<file path="src/rtl/param_sync_fifo_pkg.sv">
// Shared definitions for param_sync_fifo: default sizes, FWFT mode constants,
// the occupancy-counter width function and the pointer wrap helper.
package param_sync_fifo_pkg;

    localparam int unsigned DEF_DWIDTH = 16;
    localparam int unsigned DEF_DEPTH  = 8;

    // Read-port modes
    localparam int unsigned FWFT_OFF = 0;
    localparam int unsigned FWFT_ON  = 1;

    // Width needed to hold an occupancy of 0..depth inclusive
    function automatic int unsigned cnt_width(input int unsigned depth);
        return 32'($clog2(depth + 32'd1));
    endfunction

    // Next pointer value; wraps from depth-1 to 0 by compare so any depth works
    function automatic int unsigned wrap_inc(input int unsigned ptr, input int unsigned depth);
        return (ptr == depth - 32'd1) ? 32'd0 : ptr + 32'd1;
    endfunction

endpackage

</file>
<file path="src/rtl/fifo_wrap_ctr.sv">
// Modulo-DEPTH pointer with count enable and synchronous clear.
// Ports:
//   clk, rst   - clock, asynchronous active-high reset
//   clr        - synchronous clear to zero (priority over en)
//   en         - advance pointer by one, wrapping DEPTH-1 -> 0
//   value      - registered pointer value
module fifo_wrap_ctr
    import param_sync_fifo_pkg::*;
#(
    parameter int unsigned DEPTH = DEF_DEPTH
) (
    input  logic                     clk,
    input  logic                     rst,
    input  logic                     clr,
    input  logic                     en,
    output logic [$clog2(DEPTH)-1:0] value
);

    localparam int unsigned AW = $clog2(DEPTH);

    // Pointer register
    always_ff @(posedge clk or posedge rst) begin
        if (rst) begin
            value <= '0;
        end else if (clr) begin
            value <= '0;
        end else if (en) begin
            value <= AW'(wrap_inc(32'(value), DEPTH));
        end
    end

endmodule

</file>
<file path="src/rtl/param_sync_fifo.sv">
// Parameterised single-clock FIFO with registered status flags, sticky
// overflow/underflow, synchronous flush and a selectable read mode
// (registered read with one-cycle latency, or first-word-fall-through).
// Ports:
//   clk, rst          - clock, asynchronous active-high reset
//   clr               - synchronous flush (priority over wr_en/rd_en)
//   wr_en, din        - write request and data
//   rd_en             - read request (pop in FWFT mode)
//   dout, dout_valid  - read data and its qualifier
//   full, empty       - occupancy == DEPTH / occupancy == 0
//   almost_full       - occupancy >= AF_LEVEL
//   almost_empty      - occupancy <= AE_LEVEL
//   count             - current occupancy
//   overflow          - sticky: write attempted while full
//   underflow         - sticky: read attempted while empty
module param_sync_fifo
    import param_sync_fifo_pkg::*;
#(
    parameter int unsigned DWIDTH   = DEF_DWIDTH,
    parameter int unsigned DEPTH    = DEF_DEPTH,
    parameter int unsigned AF_LEVEL = DEPTH - 2,
    parameter int unsigned AE_LEVEL = 2,
    parameter int unsigned FWFT     = FWFT_OFF
) (
    input  logic                         clk,
    input  logic                         rst,
    input  logic                         clr,
    input  logic                         wr_en,
    input  logic [DWIDTH-1:0]            din,
    input  logic                         rd_en,
    output logic [DWIDTH-1:0]            dout,
    output logic                         dout_valid,
    output logic                         full,
    output logic                         empty,
    output logic                         almost_full,
    output logic                         almost_empty,
    output logic [cnt_width(DEPTH)-1:0]  count,
    output logic                         overflow,
    output logic                         underflow
);

    localparam int unsigned AW = $clog2(DEPTH);
    localparam int unsigned CW = cnt_width(DEPTH);

    localparam logic [CW-1:0] DEPTH_C = CW'(DEPTH);
    localparam logic [CW-1:0] AF_C    = CW'(AF_LEVEL);
    localparam logic [CW-1:0] AE_C    = CW'(AE_LEVEL);

    logic [DWIDTH-1:0] mem [DEPTH];

    logic [AW-1:0] wptr;
    logic [AW-1:0] rptr;
    logic [AW-1:0] rptr_nxt;
    logic [CW-1:0] count_nxt;
    logic          wr_acc;
    logic          rd_acc;

    // Accept decisions use the registered flags; a flush cancels both
    assign wr_acc = wr_en && !full  && !clr;
    assign rd_acc = rd_en && !empty && !clr;

    // Head pointer after this edge, used to pre-fetch the FWFT output word
    assign rptr_nxt = rd_acc ? AW'(wrap_inc(32'(rptr), DEPTH)) : rptr;

    fifo_wrap_ctr #(.DEPTH(DEPTH)) u_wptr (
        .clk   (clk),
        .rst   (rst),
        .clr   (clr),
        .en    (wr_acc),
        .value (wptr)
    );

    fifo_wrap_ctr #(.DEPTH(DEPTH)) u_rptr (
        .clk   (clk),
        .rst   (rst),
        .clr   (clr),
        .en    (rd_acc),
        .value (rptr)
    );

    // Next occupancy
    always_comb begin
        count_nxt = count;
        if (clr) begin
            count_nxt = '0;
        end else if (wr_acc && !rd_acc) begin
            count_nxt = count + CW'(1);
        end else if (rd_acc && !wr_acc) begin
            count_nxt = count - CW'(1);
        end
    end

    // Storage array, deliberately not reset
    always_ff @(posedge clk) begin
        if (wr_acc) begin
            mem[wptr] <= din;
        end
    end

    // Occupancy, status and sticky error flags
    always_ff @(posedge clk or posedge rst) begin
        if (rst) begin
            count        <= '0;
            full         <= 1'b0;
            empty        <= 1'b1;
            almost_full  <= 1'b0;
            almost_empty <= 1'b1;
            overflow     <= 1'b0;
            underflow    <= 1'b0;
        end else begin
            count        <= count_nxt;
            full         <= (count_nxt == DEPTH_C);
            empty        <= (count_nxt == '0);
            almost_full  <= (count_nxt >= AF_C);
            almost_empty <= (count_nxt <= AE_C);
            overflow     <= !clr && (overflow  || (wr_en && full));
            underflow    <= !clr && (underflow || (rd_en && empty));
        end
    end

    // Read port
    always_ff @(posedge clk or posedge rst) begin
        if (rst) begin
            dout       <= '0;
            dout_valid <= 1'b0;
        end else if (clr) begin
            dout_valid <= 1'b0;
        end else if (FWFT == FWFT_ON) begin
            // Present the post-edge head; a write into a slot that becomes the
            // head this edge is forwarded from din since mem is not yet updated
            if (count_nxt == '0) begin
                dout_valid <= 1'b0;
            end else begin
                dout_valid <= 1'b1;
                dout       <= (wr_acc && (wptr == rptr_nxt)) ? din : mem[rptr_nxt];
            end
        end else begin
            dout_valid <= rd_acc;
            if (rd_acc) begin
                dout <= mem[rptr];
            end
        end
    end

endmodule

</file>
<file path="config.mk">
export PLATFORM = sky130hd
export DESIGN_NAME = param_sync_fifo
export DESIGN_NICKNAME = d
export VERILOG_FILES = /design/src/rtl/param_sync_fifo_pkg.sv /design/src/rtl/fifo_wrap_ctr.sv /design/src/rtl/param_sync_fifo.sv
export SDC_FILE = /design/constraint.sdc
export NUM_CORES = 1
export LEC_CHECK = 0
export CAP_MARGIN = 10
export CORE_MARGIN = 2
export CORE_UTILIZATION = 60
export CTS_CLUSTER_DIAMETER = 30
export DETAILED_ROUTE_END_ITERATION = 8
export PLACE_DENSITY_LB_ADDON = 0.08
export SLEW_MARGIN = 25
export SYNTH_ARGS = -nofsm -noshare
export SYNTH_HDL_FRONTEND = slang
export SYNTH_SLANG_ARGS = --single-unit
export TNS_END_PERCENT = 50
</file>
<file path="constraint.sdc">
create_clock -name clk -period 4.35 [get_ports clk]
set_clock_uncertainty 0.1 [all_clocks]
set_input_delay 1.0875 -clock clk [delete_from_list [all_inputs] [get_ports clk]]
set_output_delay 1.0875 -clock clk [all_outputs]
set_load 0.05 [all_outputs]
</file>
==> impl_metrics.py <==
metrics = {
    "outcome": {
        "status": "finished clean",
    },
    "place": {
        "detailedPlacementHpwl_um": 7030,
        "total_cell_area_at_the_placement_stage_um2": 7010,
        "gp_congestion": 0.815,
        "place.port_buffers": 47,
    },
    "floorplan": {
        "floorplan.io_pins": 48,
        "dieHeight_um": 107,
        "die_w_um": 107,
        "num_rows": 37,
        "floorplan.die_area_um2": 11400,
        "fp.coreArea_um2": 10300,
        "start_util_pct": 61.5,
    },
    "layout": {
        "most_common_cell_after_layout_fill_and_taps_aside": "edfxtp_1",
        "post_route_cells_drive_above_1_share_pct": 22.6,
        "syn_to_final_growth_pct": 18.9,
        "ff_latch_area_um2": 4680,
        "finish.net_count": 435,
        "multi_input_area_um2": 1560,
        "final.fill_count": 620,
        "final_area_um2": 7560,
        "mostFrequentLayoutCells": "128 x edfxtp_1, 47 x clkdlybuf4s50_1, 32 x mux4_2, 30 x nor2_1, 28 x dfrtp_1",
        "antenna_cells": 0,
    },
    "worst_setup_path": {
        "r2r_end": "dout[1]$_DFFE_PP0P_",
        "crit_slowest_cell": "clkdlybuf4s50_1",
        "timing.critical_path.from_type": "flip-flop",
        "r2r_slack_ns": 1.97,
        "startpoint": "empty$_DFF_PP1_",
        "critical-path-top-delay-family": "buffers and inverters",
        "timing.rr.start": "u_rptr.value[0]$_DFFE_PP0P_",
        "worst_path_max_stage_delay_ns": 0.80,
        "ff2ff_path_depth": 4,
        "crit_path_end_kind": "primary output",
        "crit_path_kind": "reg -> out",
        "worst-path-buf-inv": 1,
        "cp_max_fanout": 4,
        "cp.arrival_ns": 1.88,
        "crit_chain": "clkdlybuf4s50_1",
        "critPathRequiredTime_ns": 3.16,
    },
    "sta": {
        "report.final.slew_viol_count": 0,
        "setup_viol_count_final": 0,
        "finalHoldViolCount": 0,
        "finalCriticalPeriod_ns": 3.07,
        "tns_ns": 0,
        "max_freq_mhz": 326,
        "max_slew_margin_pct": 43.0,
        "tightestPinTransition_ns": 0.856,
        "layout_worst_path_cycle_share_pct": 70.5,
        "rsz0062_at_grt": "no",
    },
    "detailed_routing": {
        "via_count": 3296,
        "routedWlPerCell_um": 21.1,
        "detail_route.first_pass.iterations": 4,
        "antenna_violating_nets_post_route": 0,
        "drtIter0Drc": 214,
        "drc": 0,
        "postRouteWirelength_um": 11800,
        "detail_route.vias_per_cell": 5.92,
    },
    "clock_tree": {
        "cts.reportedPaths.clkPinSlew_ns": 0.06,
        "holdBufCountCts": 0,
        "ctsLongestPathBuffers": 2,
        "cts_root_buffer": "clkbuf_8",
        "cts.sink_count": 161,
        "postCtsResizedCells": 0,
        "post-cts-setup-buffer-count": 0,
        "htreeDepth": 4,
        "cts_buffers": 17,
        "clock_tree_from_tritoncts": "yes",
        "worst_skew_pair.late_latency_ns": 0.53,
    },
    "yosys": {
        "netlist_area_um2": 6350,
        "ys_async_sr_fraction_pct": 20.5,
        "syn_nets": 372,
        "postSynthAreaPerCell_um2": 18.4,
        "synth.top_cell.area_share_pct": 60.5,
        "synth_ff_type": "edfxtp_1",
        "synth_top_cell_by_area": "edfxtp_1",
        "post_synth_inst_count": 345,
        "post_synth_main_area_contributors": "edfxtp_1 61%, dfrtp_1 12%, mux4_2 11%, mux2i_1 2.5%, a21oi_1 2.1%",
        "ys.warnings.count": 0,
        "ys_types": 37,
        "ys_ff_latch": 161,
        "synth_edf_count": 128,
        "register_area_share_after_synthesis_pct": 73.5,
    },
    "grt": {
        "grt_max_degree": 35,
        "grt_pass1_wl_um": 18600,
        "number_of_global_route_vias_before_repair": 3397,
        "grt_overflow": 0,
        "grt_antenna_before_repair": 0,
        "grt_use_total_pct": 22.9,
    },
    "power_and_ir_drop": {
        "worst_ir_drop_vdd_uv": 373,
        "cellPowerDensity_nw_per_um2": 569,
        "p_leak_uw": 0.00256,
    },
    "worst_hold_path": {
        "min_path_type": "reg -> reg",
        "min-delay-start": "overflow$_DFF_PP0_",
        "hold_path_depth": 2,
        "timing.hold.worst_endpoint": "overflow$_DFF_PP0_",
    },
    "run": {
        "max-cap-violations": 0,
    },
}
logic make-up after synthesis:
| group | after synthesis | share of synthesized area [%] |
|---|---|---|
| AOI/OAI and AO/OA | 33 | 2.82 |
| buffers and inverters | 22 | 2.07 |
| xor gates and xnor gates | 2 | 0.276 |
| and+or+nand+nor | 71 | 5.83 |
| muxes | 50 | 14.3 |
| DFF | 161 | 73.5 |
| adders and majority gates | 6 | 1.18 |
worst max-delay path by stage:
stage / to / slack [ns] / depth (start not counted)
after floorplan: mem[0][0]$_DFFE_PP_ / 1.05 / 3
after global placement: mem[0][7]$_DFFE_PP_ / 1.30 / 5
after detailed placement: dout[4]$_DFFE_PP0P_ / 1.25 / 6
after CTS: empty / 1.26 / 1
after global routing: empty / 1.23 / 1
final: empty / 1.28 / 1
power breakdown:
part	internal (uW)	switching, uW
combinational	395	619
sequential	1800	117
clock	812	557
layer usage:
| layer | track usage (%) | wire length [um] | vias up | part of all wire, % |
|---|---|---|---|---|
| met3 | 6.63 | 686 | 20 | 5.8 |
| met1 | 30.5 | 4880 | 1706 | 41 |
| met2 | 36.9 | 6010 | 105 | 51 |
| li1 | - | - | 1465 | - |
| met5 | 0 | 0 | - | 0 |
| met4 | 7.70 | 189 | 0 | 1.6 |
registers in the layout (all words and copies together) (netlist names):
signal and cells:
dout_valid 1, almost_empty 1, full 1, u_rptr.value 3, mem 128, overflow 1
dout 16, underflow 1, almost_full 1, count 4, u_wptr.value 3, empty 1
synthesized netlist by cell type (all sizes together) (2+ instances only):
master / count
clkbuf: 5
mux2i: 16
nor3: 11
ha: 6
dfstp: 2
nor3b: 2
buf: 14
xnor2: 2
edfxtp: 128
nand2b: 4
nor2b: 2
nand2: 14
nor2: 31
inv: 3
dfrtp: 31
mux4: 32
a21oi: 27
and3: 3
mux2: 2
through the flow:
stage	util, %	worst slack [ns]	total power (uW)	instances	hold WS [ns]
final	73.2	1.28	4300	557	0.404
after global routing	73.2	1.23	4470	557	0.437
after CTS	73.2	1.26	4330	557	0.414
after detailed placement	67.9	1.25	2960	525	0.397
after global placement	67.9	1.30	2940	525	0.388
after floorplan	-	1.05	2650	345	0.447
area by class of cell:
type / instances / share of cell area, %
Sequential cell: 161 / 61.9
Tap cell: 136 / 2.25
Clock inverter: 11 / 1.56
Multi-Input combinational cell: 162 / 20.7
Timing Repair Buffer: 63 / 7.82
Inverter: 3 / 0.149
Clock buffer: 21 / 5.68
Note: power is estimated with default switching activity, not from simulation.
